--- config.mk ---
export PLATFORM = sky130hd
export DESIGN_NAME = cnn_ctrl
export DESIGN_NICKNAME = d
export VERILOG_FILES = /design/src/rtl/cnn_ctrl.sv
export SDC_FILE = /design/constraint.sdc
export NUM_CORES = 1
export LEC_CHECK = 0
export ABC_CLOCK_PERIOD_IN_PS = 5200
export CORE_ASPECT_RATIO = 1.2
export CORE_MARGIN = 2
export CORE_UTILIZATION = 40
export DETAILED_ROUTE_END_ITERATION = 8
export GPL_ROUTABILITY_DRIVEN = 0
export PLACE_DENSITY_LB_ADDON = 0.25
export SETUP_SLACK_MARGIN = 0.3
export SLEW_MARGIN = 20
export SYNTH_ARGS = -nofsm -noshare
export SYNTH_HDL_FRONTEND = slang
export SYNTH_SLANG_ARGS = --single-unit
--- constraint.sdc ---
create_clock -name clk -period 5.2 [get_ports clk]
set_input_delay 1.04 -clock clk [delete_from_list [all_inputs] [get_ports clk]]
set_output_delay 1.04 -clock clk [all_outputs]
set_load 0.03 [all_outputs]
--- src/rtl/cnn_ctrl.sv ---
// rtl/cnn_ctrl.sv - raster-order window issue sequencer with pipeline drain for the CNN kernel array
// Optional cycle counter output o_cycle_cnt when CNN_CTRL_PERF_CNT_EN is defined.
module cnn_ctrl #(
    parameter int CNN_PIPE = 5,
    parameter int CNT_BW   = 8
) (
    input  logic              clk,
    input  logic              reset_n,
    input  logic              i_soft_reset,
    input  logic              i_run,
    input  logic [CNT_BW-1:0] i_num_x,
    input  logic [CNT_BW-1:0] i_num_y,
    input  logic              i_fmap_ready,
    output logic              o_idle,
    output logic              o_running,
    output logic              o_valid,
    output logic [CNT_BW-1:0] o_x,
    output logic [CNT_BW-1:0] o_y,
    output logic              o_last,
    output logic              o_done
`ifdef CNN_CTRL_PERF_CNT_EN
    ,
    output logic [31:0]       o_cycle_cnt
`endif
);

    localparam int DW = $clog2(CNN_PIPE + 1);

    typedef enum logic [1:0] {
        S_IDLE  = 2'd0,
        S_RUN   = 2'd1,
        S_DRAIN = 2'd2,
        S_DONE  = 2'd3
    } state_t;

    state_t            r_state;
    state_t            w_next;
    logic [CNT_BW-1:0] r_x;
    logic [CNT_BW-1:0] r_y;
    logic [CNT_BW-1:0] r_num_x;
    logic [CNT_BW-1:0] r_num_y;
    logic [DW-1:0]     r_drain;
    logic              r_valid;
    logic              r_last;
    logic [CNT_BW-1:0] r_ox;
    logic [CNT_BW-1:0] r_oy;
    logic              w_issue;
    logic              w_wrap_x;
    logic              w_final;
    logic              w_start;

    // Compares use the latched dims only, so live inputs cannot disturb a run.
    assign w_wrap_x = (r_x == r_num_x - CNT_BW'(1));
    assign w_final  = w_wrap_x && (r_y == r_num_y - CNT_BW'(1));
    assign w_start  = (r_state == S_IDLE) && i_run && !i_soft_reset;

    always_ff @(posedge clk or negedge reset_n) begin
        if (!reset_n) begin
            r_state <= S_IDLE;
        end else begin
            r_state <= w_next;
        end
    end

    always_comb begin
        w_next  = r_state;
        w_issue = 1'b0;
        case (r_state)
            S_IDLE: begin
                if (i_run) begin
                    w_next = (i_num_x != '0 && i_num_y != '0) ? S_RUN : S_DONE;
                end
            end
            S_RUN: begin
                if (i_fmap_ready) begin
                    w_issue = 1'b1;
                    if (w_final) begin
                        w_next = S_DRAIN;
                    end
                end
            end
            S_DRAIN: begin
                if (r_drain == DW'(1)) begin
                    w_next = S_DONE;
                end
            end
            S_DONE:  w_next = S_IDLE;
            default: w_next = S_IDLE;
        endcase
        if (i_soft_reset) begin
            w_next  = S_IDLE;
            w_issue = 1'b0;
        end
    end

    always_ff @(posedge clk or negedge reset_n) begin
        if (!reset_n) begin
            r_x     <= '0;
            r_y     <= '0;
            r_num_x <= '0;
            r_num_y <= '0;
            r_drain <= '0;
            r_valid <= 1'b0;
            r_last  <= 1'b0;
            r_ox    <= '0;
            r_oy    <= '0;
        end else if (i_soft_reset) begin
            r_x     <= '0;
            r_y     <= '0;
            r_num_x <= '0;
            r_num_y <= '0;
            r_drain <= '0;
            r_valid <= 1'b0;
            r_last  <= 1'b0;
            r_ox    <= '0;
            r_oy    <= '0;
        end else begin
            r_valid <= w_issue;
            r_last  <= w_issue && w_final;
            if (w_start) begin
                r_num_x <= i_num_x;
                r_num_y <= i_num_y;
                r_x     <= '0;
                r_y     <= '0;
            end
            if (w_issue) begin
                r_ox <= r_x;
                r_oy <= r_y;
                if (w_wrap_x) begin
                    r_x <= '0;
                    r_y <= r_y + CNT_BW'(1);
                end else begin
                    r_x <= r_x + CNT_BW'(1);
                end
            end
            if (w_issue && w_final) begin
                r_drain <= DW'(CNN_PIPE);
            end else if (r_state == S_DRAIN) begin
                r_drain <= r_drain - DW'(1);
            end
        end
    end

    assign o_idle    = (r_state == S_IDLE);
    assign o_running = (r_state == S_RUN) || (r_state == S_DRAIN);
    assign o_done    = (r_state == S_DONE);
    assign o_valid   = r_valid;
    assign o_last    = r_last;
    assign o_x       = r_ox;
    assign o_y       = r_oy;

`ifdef CNN_CTRL_PERF_CNT_EN
    logic [31:0] r_cycle_cnt;

    always_ff @(posedge clk or negedge reset_n) begin
        if (!reset_n) begin
            r_cycle_cnt <= '0;
        end else if (i_soft_reset) begin
            r_cycle_cnt <= '0;
        end else if (w_start) begin
            r_cycle_cnt <= '0;
        end else if (o_running && r_cycle_cnt != 32'hFFFF_FFFF) begin
            r_cycle_cnt <= r_cycle_cnt + 32'd1;
        end
    end

    assign o_cycle_cnt = r_cycle_cnt;
`endif

endmodule
==> summary.txt <==
Final layout
  – Nets: 408
  – Fin area: 0.00367 mm^2
  – Diode count: 0
  – Area Growth Syn to Fin: 18.1%
  – Multi-input gate area: 0.00160 mm^2
  – Fill count: 770
  – Share of cells above drive strength 1: 7.14%
  – Seq. cell area: 0.00138 mm^2

CTS
  – CTS Buf Count: 5
  – H-tree levels: 2
  – Post_cts resized: 0
  – CTS tree: yes
  – Worst-path clk slew: 100 ps
  – Clock sink total: 55
  – Post-CTS setup buffers: 0
  – CTS Hold Bufs: 0
  – Clock Path Buffers: 2
  – Root Buffer: clkbuf_8
  – Clk_lat worst skew: 310 ps

Yosys
  – Syn nets: 376
  – Register area share after synthesis: 44.4%
  – Post-synth EDFFs: 0
  – Post-synth cell types: 52
  – Top FF cell, synth: dfrtp_1
  – Post-synth ARST share: 100%
  – Gate Count Post-Synth: 345
  – Yosys reg bits: 55
  – Count of warnings emitted by yosys: 0
  – Post-Syn Area: 0.00310 mm^2
  – Avg Inst Size Synth: 8.99 um^2

Timing
  – Clk_skew: 7.35 ps
  – Fin Setup TNS: 0 ps
  – Fmax: 332 MHz
  – RSZ-0062 raised after global routing: no
  – Final Slew Violations: 0
  – Hold Fails Final Rpt: 0
  – Min Tclk post-route: 3010 ps
  – Hold Slack: 533 ps
  – Setup Viol. Count Final: 0
  – PnR worst setup slack: 2190 ps
  – Final clock period utilization by the worst path: 57.9%
  – Worst slew margin: 45.2%
  – Worst Tran Pin Value: 801 ps

Worst setup path
  – CP Max Fanout: 5
  – CP required: 5440 ps
  – WS Path Type: register to register
  – Reg-to-Reg Start: r_num_y[0]
  – CP Launch Type: register
  – Critical path arrival: 3250 ps
  – Critical Path Start: r_num_y[0]
  – Critical Path Sink Type: register

Die
  – Row count: 35
  – Die Y-Extent: 100 um
  – Die Wd: 84.4 um
  – Total core area: 0.00762 mm^2
  – I/O pin cnt: 42
  – Starting density of the core: 40.7%
  – DIE AREA: 0.00848 mm^2

Global route
  – GRT Resource Usage Total: 17.4%
  – Largest net degree at the start of global routing: 56
  – Vias in the first global route: 2467
  – First-pass GRT wire length: 11900 um
  – Initial antenna violation count: 0
  – Grt ovf: 0

Worst hold path
  – Hold Crit Start: o_y[5]
  – Hold crit path type: register to register

Detailed routing
  – Pre-Repair DR Iteration Count: 4
  – Vias per cell: 5.42
  – DR WL/cell: 15.2 um
  – Antenna viol nets, final: 0
  – DR iter-0 viols: 99
  – Residual DRC: 0
  – Final wirelength: 7130 um
  – Via count: 2546

Power
  – Max VDD drop: 0.126 mV
  – Pwr Total: 1220 uW
  – Pwr per Cell Area: 332 mW/mm^2
  – Leakage: 0.00156 uW

Place
  – Pre-CTS setup slack: 1710 ps
  – IO Port Bufs: 41
  – Dpl cell area: 0.00354 mm^2
  – Hpwl dp: 5100 um

Job
  – Total of max-cap violations: 0

Status
  – Outcome: complete, no violations
path summary, 6_finish.rpt:
kind,to,slack [ps],depth (start not counted)
min in group asynchronous,r_num_x[5],840,2
max in group asynchronous,o_y[2],3890,2
worst min-delay path,o_y[5],530,2
worst max-delay path,r_state[1],2190,9
worst min register to register,o_y[5],530,2
worst max register to register,r_state[1],2190,9
layer usage:
metal,vias to the layer above,wire length [um],global-route usage [%]
met4,0,48,5.13
met3,4,240,2.78
met5,-,0,0
met2,42,3770,31.7
li1,1244,-,-
met1,1256,3070,21.4
logic make-up after synthesis:
logic type	share of synthesized area [%]
adders and majority gates	4.03
buffers and inverters	4.39
and+or+nand+nor	21.6
AOI/OAI and AO/OA	17.3
xor gates and xnor gates	7.34
muxes	1.01
DFF	44.4
layout by cell type, fill, tap and decap left out, types with 9 or more instances in the layout:
master and n:
nor2_1 11, inv_1 11, xnor2_1 14, nand2_1 81, ha_1 10, nand3_1 9, xor2_1 12, dfrtp_1 55
clkdlybuf4s50_1 40, a21oi_1 43, nand2b_1 9
registers in the layout, indices dropped and copies added, names as in the netlist:
| name | count |
|---|---|
| r_y | 8 |
| o_valid | 1 |
| r_x | 8 |
| r_num_x | 8 |
| r_num_y | 8 |
| o_x | 8 |
| o_y | 8 |
| r_drain | 3 |
| r_state | 2 |
| o_last | 1 |
synth_stat cells, types with 6 or more instances:
cell type  number  share of area (%)
a21oi_1        43                6.9
a31oi_1         6                1.2
clkbuf_1       12                1.5
dfrtp_1        55                 44
ha_1           10                4.0
inv_1          11                1.3
nand2_1        81                9.8
nand2b_1        9                1.8
nand3_1         9                1.5
nor2_1         11                1.3
xnor2_1        14                4.0
xor2_1         12                3.4
critical path, stage by stage, from the launching register on:
cell and delay (ps):
dfrtp_1 450, inv_1 80, ha_1 210, nor3b_2 300, a31o_2 190, nand3_1 80
a2111oi_0 730, o2111ai_2 320, a221oi_4 350, mux2i_1 220
stage by stage:
stage | cells | util [%]
2_1_floorplan | 345 | -
3_3_place_gp | 462 | 46.5
3_5_place_dp | 462 | 46.5
4_1_cts | 470 | 48.0
5_1_grt | 470 | 48.1
6_report | 470 | 48.1
final cells by class:
type	instances	share of cell area (%)
clock buffer	6	2.25
clock inverter	2	0.956
inverter	11	1.13
multi-input combinational	261	43.5
sequential	55	37.5
tap	92	3.14
timing repair buffer	43	11.5
power breakdown:
part           internal (uW)  switching, uW  leakage, uW
logic                    167            244     0.000737
clock network            156            142    0.0000612
registers                462           45.3     0.000758
Power figures use the tool's default switching activity.
==> variant 1 (config.mk and constraints unchanged) <==
Add a define of `CNN_CTRL_PERF_CNT_EN`.
--- a/src/rtl/cnn_ctrl.sv
+++ b/src/rtl/cnn_ctrl.sv
@@ -1,4 +1,6 @@
 // rtl/cnn_ctrl.sv - raster-order window issue sequencer with pipeline drain for the CNN kernel array
 // Optional cycle counter output o_cycle_cnt when CNN_CTRL_PERF_CNT_EN is defined.
+`define CNN_CTRL_PERF_CNT_EN
+
 module cnn_ctrl #(
     parameter int CNN_PIPE = 5,
Formal check against the unedited RTL (old outputs only; new: o_cycle_cnt): equivalent (equiv_simple and equiv_induct, registers matched by name and starting in step).
==> variant 1 against the unedited design <==
Via count is 50% higher; area after synthesis grew 49%; sequential power up 50%; total power is 52% higher; sequential cell count rose by 32; routed wire length up 54%; setup slack got worse by 0.031 ns; cell area grew 57%; highest routed layer unchanged.
==> variant 1: results (changes against the unedited design) <==
placement:
  port_buffers: 73  # +78%
  dp_slack_ns: 1.83  # +0.124 ns
  dpl.hpwl_um: 7670  # +50%
routing:
  avgRoutedWirePerCell_um: 15.6  # +2.8%
  firstDrtPassIters: 5  # +1
  vias_per_cell: 5.41  # about the same
  drt_iter0_drc: 204  # +110%
global_routing:
  grt_pass1_vias: 3835  # +55%
  grt_max_degree: 88  # +57%
  grt_usage_pct: 18.7  # +1.2 points
final_layout:
  inverters_excl_clock: 21  # +10
  nets: 578  # +42%
  layout-drive-gt1-share_pct: 6.53  # -0.61 points
  num-clock-buffers: 10  # +4
  multi_input_area_share_pct: 39.4  # -4.1 points
  seqCellArea_um2: 2180  # +58%
clock_network:
  cts_inserted_buffers: 9  # +4
  clk_latency_ns: 0.33  # +0.02 ns
  clkTransAtPathRegs_ns: 0.06  # -0.04 ns
  cts_root_buffer: "clkbuf_16"
synthesis:
  synth.net_count: 511  # +36%
pwr:
  p_comb_mw: 0.458  # +12%
  p_clk_mw: 0.636  # +110%
critical_path:
  timing.rr.end: "r_y[4]"
  path_max_fanout: 32  # +27
run_status:
  status: "finished, final reports clean"
sta:
  fin_skew_ns: 0.00495  # -0.00239 ns
-- variant 1: cell types whose count changed in the layout (fill, tap and decap cells not counted), sizes merged, moves of 8 or more --
cell           unedited run  this run
a21oi                    43        11
clkdlybuf4s50            40        72
dfrtp                    55        87
nand2                    81        51
nor2                     11        40
o21ai                     6        29
a22o                      3        23
xor2                     12        27
nand3                     9        20
inv                      11        21
or3                       1        10
nand4                     1         9
-- variant 1: critical path, stage by stage --
cell and delay [ns]:
clkdlybuf4s50_1 0.58, nor2b_1 0.26, nand2_1 0.21, inv_1 0.75, nand3b_1 0.15, o21ai_0 0.20, a31o_2 0.13
-- variant 1: routing by layer --
metal	part of all wire (%)	global-route usage, %	vias up	routed length, µm
met5	0	0	-	0
met4	1.5	5.92	0	168
met3	3.5	2.47	13	381
met2	50	31.7	82	5460
met1	45	24.7	1875	4970
li1	-	-	1846	-
-- variant 1: kinds of logic (layout without fill, tap and decap cells) --
logic type      count (synthesis)  after routing  synth area share [%]
compound gates                105            105                  15.7
xor+xnor                       45             45                  8.55
fa+ha+maj                      12             12                  3.20
buf+inv                        41            113                  3.56
flops                          87             87                  47.2
mux                             3              3                 0.679
simple gates                  186            186                  21.0
-- variant 1: how the worst min path moves through the flow --
stage,cells past startpoint,endpoint,start
after floorplan,1,r_num_x[7],r_num_x[7]
after global placement,2,o_y[4],o_y[4]
after detailed placement,2,o_y[4],o_y[4]
after CTS,2,o_y[4],o_y[4]
after global routing,2,o_y[7],o_y[7]
final,2,o_y[6],o_y[6]
-- variant 1: metrics by stage --
stage	instances	cell area [µm²]	total power, mW
finish	705	5760	1.85
global placement	689	5470	1.21
floorplan	479	4610	1.08
CTS	705	5760	1.87
global route	705	5760	1.95
detailed placement	689	5470	1.23
==> variant 2 (same flow settings) <==
Without the edit above. The 4 states of `state_t` get a one-hot encoding in 4 bits.
--- a/src/rtl/cnn_ctrl.sv
+++ b/src/rtl/cnn_ctrl.sv
@@ -27,9 +27,9 @@
     localparam int DW = $clog2(CNN_PIPE + 1);
 
-    typedef enum logic [1:0] {
-        S_IDLE  = 2'd0,
-        S_RUN   = 2'd1,
-        S_DRAIN = 2'd2,
-        S_DONE  = 2'd3
+    typedef enum logic [3:0] {
+        S_IDLE  = 4'b0001,
+        S_RUN   = 4'b0010,
+        S_DRAIN = 4'b0100,
+        S_DONE  = 4'b1000
     } state_t;
 
Formal check against the unedited RTL: same outputs for any inputs over 10 cycles, from zero or initial values and one cycle with reset_n low; not proved beyond that.
==> variant 2 against the unedited design <==
Sequential share of layout area up 0.68 points; routed wire length down 4.5%; count of clock-buffer cells in the layout up 4; setup slack worse by 0.29 ns; area after synthesis down 0.85%; clock skew up 0.0030 ns; sequential cell count up 2; cell area up 1.9%; largest cell class unchanged; highest routed layer unchanged.
Power is not compared: it rests on default switching activity, and its combinational part moved more than twofold at a synthesized area within 25%.
==> variant 2: results (changes against the unedited design) <==
global_routing:
  grt_pass1_wl_um: 11300  # -5.2%
  grtUsageMet3_pct: 2.38  # -0.40 points
  use_met2_pct: 28.6  # -3.1 points
  grt_max_degree: 58  # +3.6%
run_status:
  status: "finished, final reports clean"
synthesis:
  synth.area.top_cells: "dfrtp_1 (46%), nand2_1 (7.0%), a22o_1 (5.4%), a21oi_1 (3.9%), xnor2_1 (3.4%)"
  synth.net_count: 359  # -4.5%
  synth_common_cells: "nand2_1 (57), dfrtp_1 (56), a21oi_1 (24)"
clock_network:
  cts_inserted_buffers: 9  # +4
  clkTransAtPathRegs_ns: 0.07  # -0.03 ns
critical_path:
  cp.arrival_ns: 2.26  # -0.99 ns
  reg2reg_from: "r_state[3]"
  timing.rr.end: "r_state[2]"
  critPathLaunch: "r_state[1]"
final_layout:
  nonClkBufAreaFrac_pct: 11.5  # about the same
  num-clock-buffers: 10  # +4
  fill_cells: 729  # -5.3%
  layout-drive-gt1-share_pct: 7.49  # +0.34 points
  n_all_buffers: 44  # +2.3%
sta:
  fin_skew_ns: 0.0103  # +0.00298 ns
routing:
  dr_wl_met2_um: 3330  # -12%
  drt_iter0_drc: 150  # +52%
  vias: 2580  # +1.3%
  wl_met1_um: 3140  # +2.3%
  wl_um: 6800  # -4.5%
placement:
  dpl.hpwl_um: 4840  # -5.2%
worst_hold_path:
  whs_endpoint: "o_y[2]"
  hp-start: "o_y[2]"
## variant 2: cell count changes after synthesis, moves of 5 or more
cell      before  now
nor3_1         4   12
a22o_1         3   19
xor2_1        12    7
nor2_1        11   16
nand2_1       81   57
nand2b_1       9    4
a21oi_1       43   24
## variant 2: cell families (layout without fill, tap and decap cells)
group	Yosys count	count (layout)	synth area share [%]
compound gates	82	82	18.3
flops	57	57	46.4
fa+ha+maj	6	6	2.44
buf+inv	30	72	4.47
xor+xnor	19	19	5.41
simple gates	138	138	23.0
## variant 2: worst max-delay path: cells and delay by family (launching register included)
| family | cells | cell delay [ns] |
|---|---|---|
| buf+inv | 1 | 0.67 |
| flops | 1 | 0.43 |
| simple gates | 2 | 0.83 |
## variant 2: through the flow
stage               hold WS [ns]  cell area, µm²  util, %
detailed placement         0.467            3530     46.6
global route               0.540            3730     49.3
finish                     0.473            3730     49.3
global placement           0.463            3530     46.6
floorplan                  0.516            3080        -
CTS                        0.481            3730     49.3
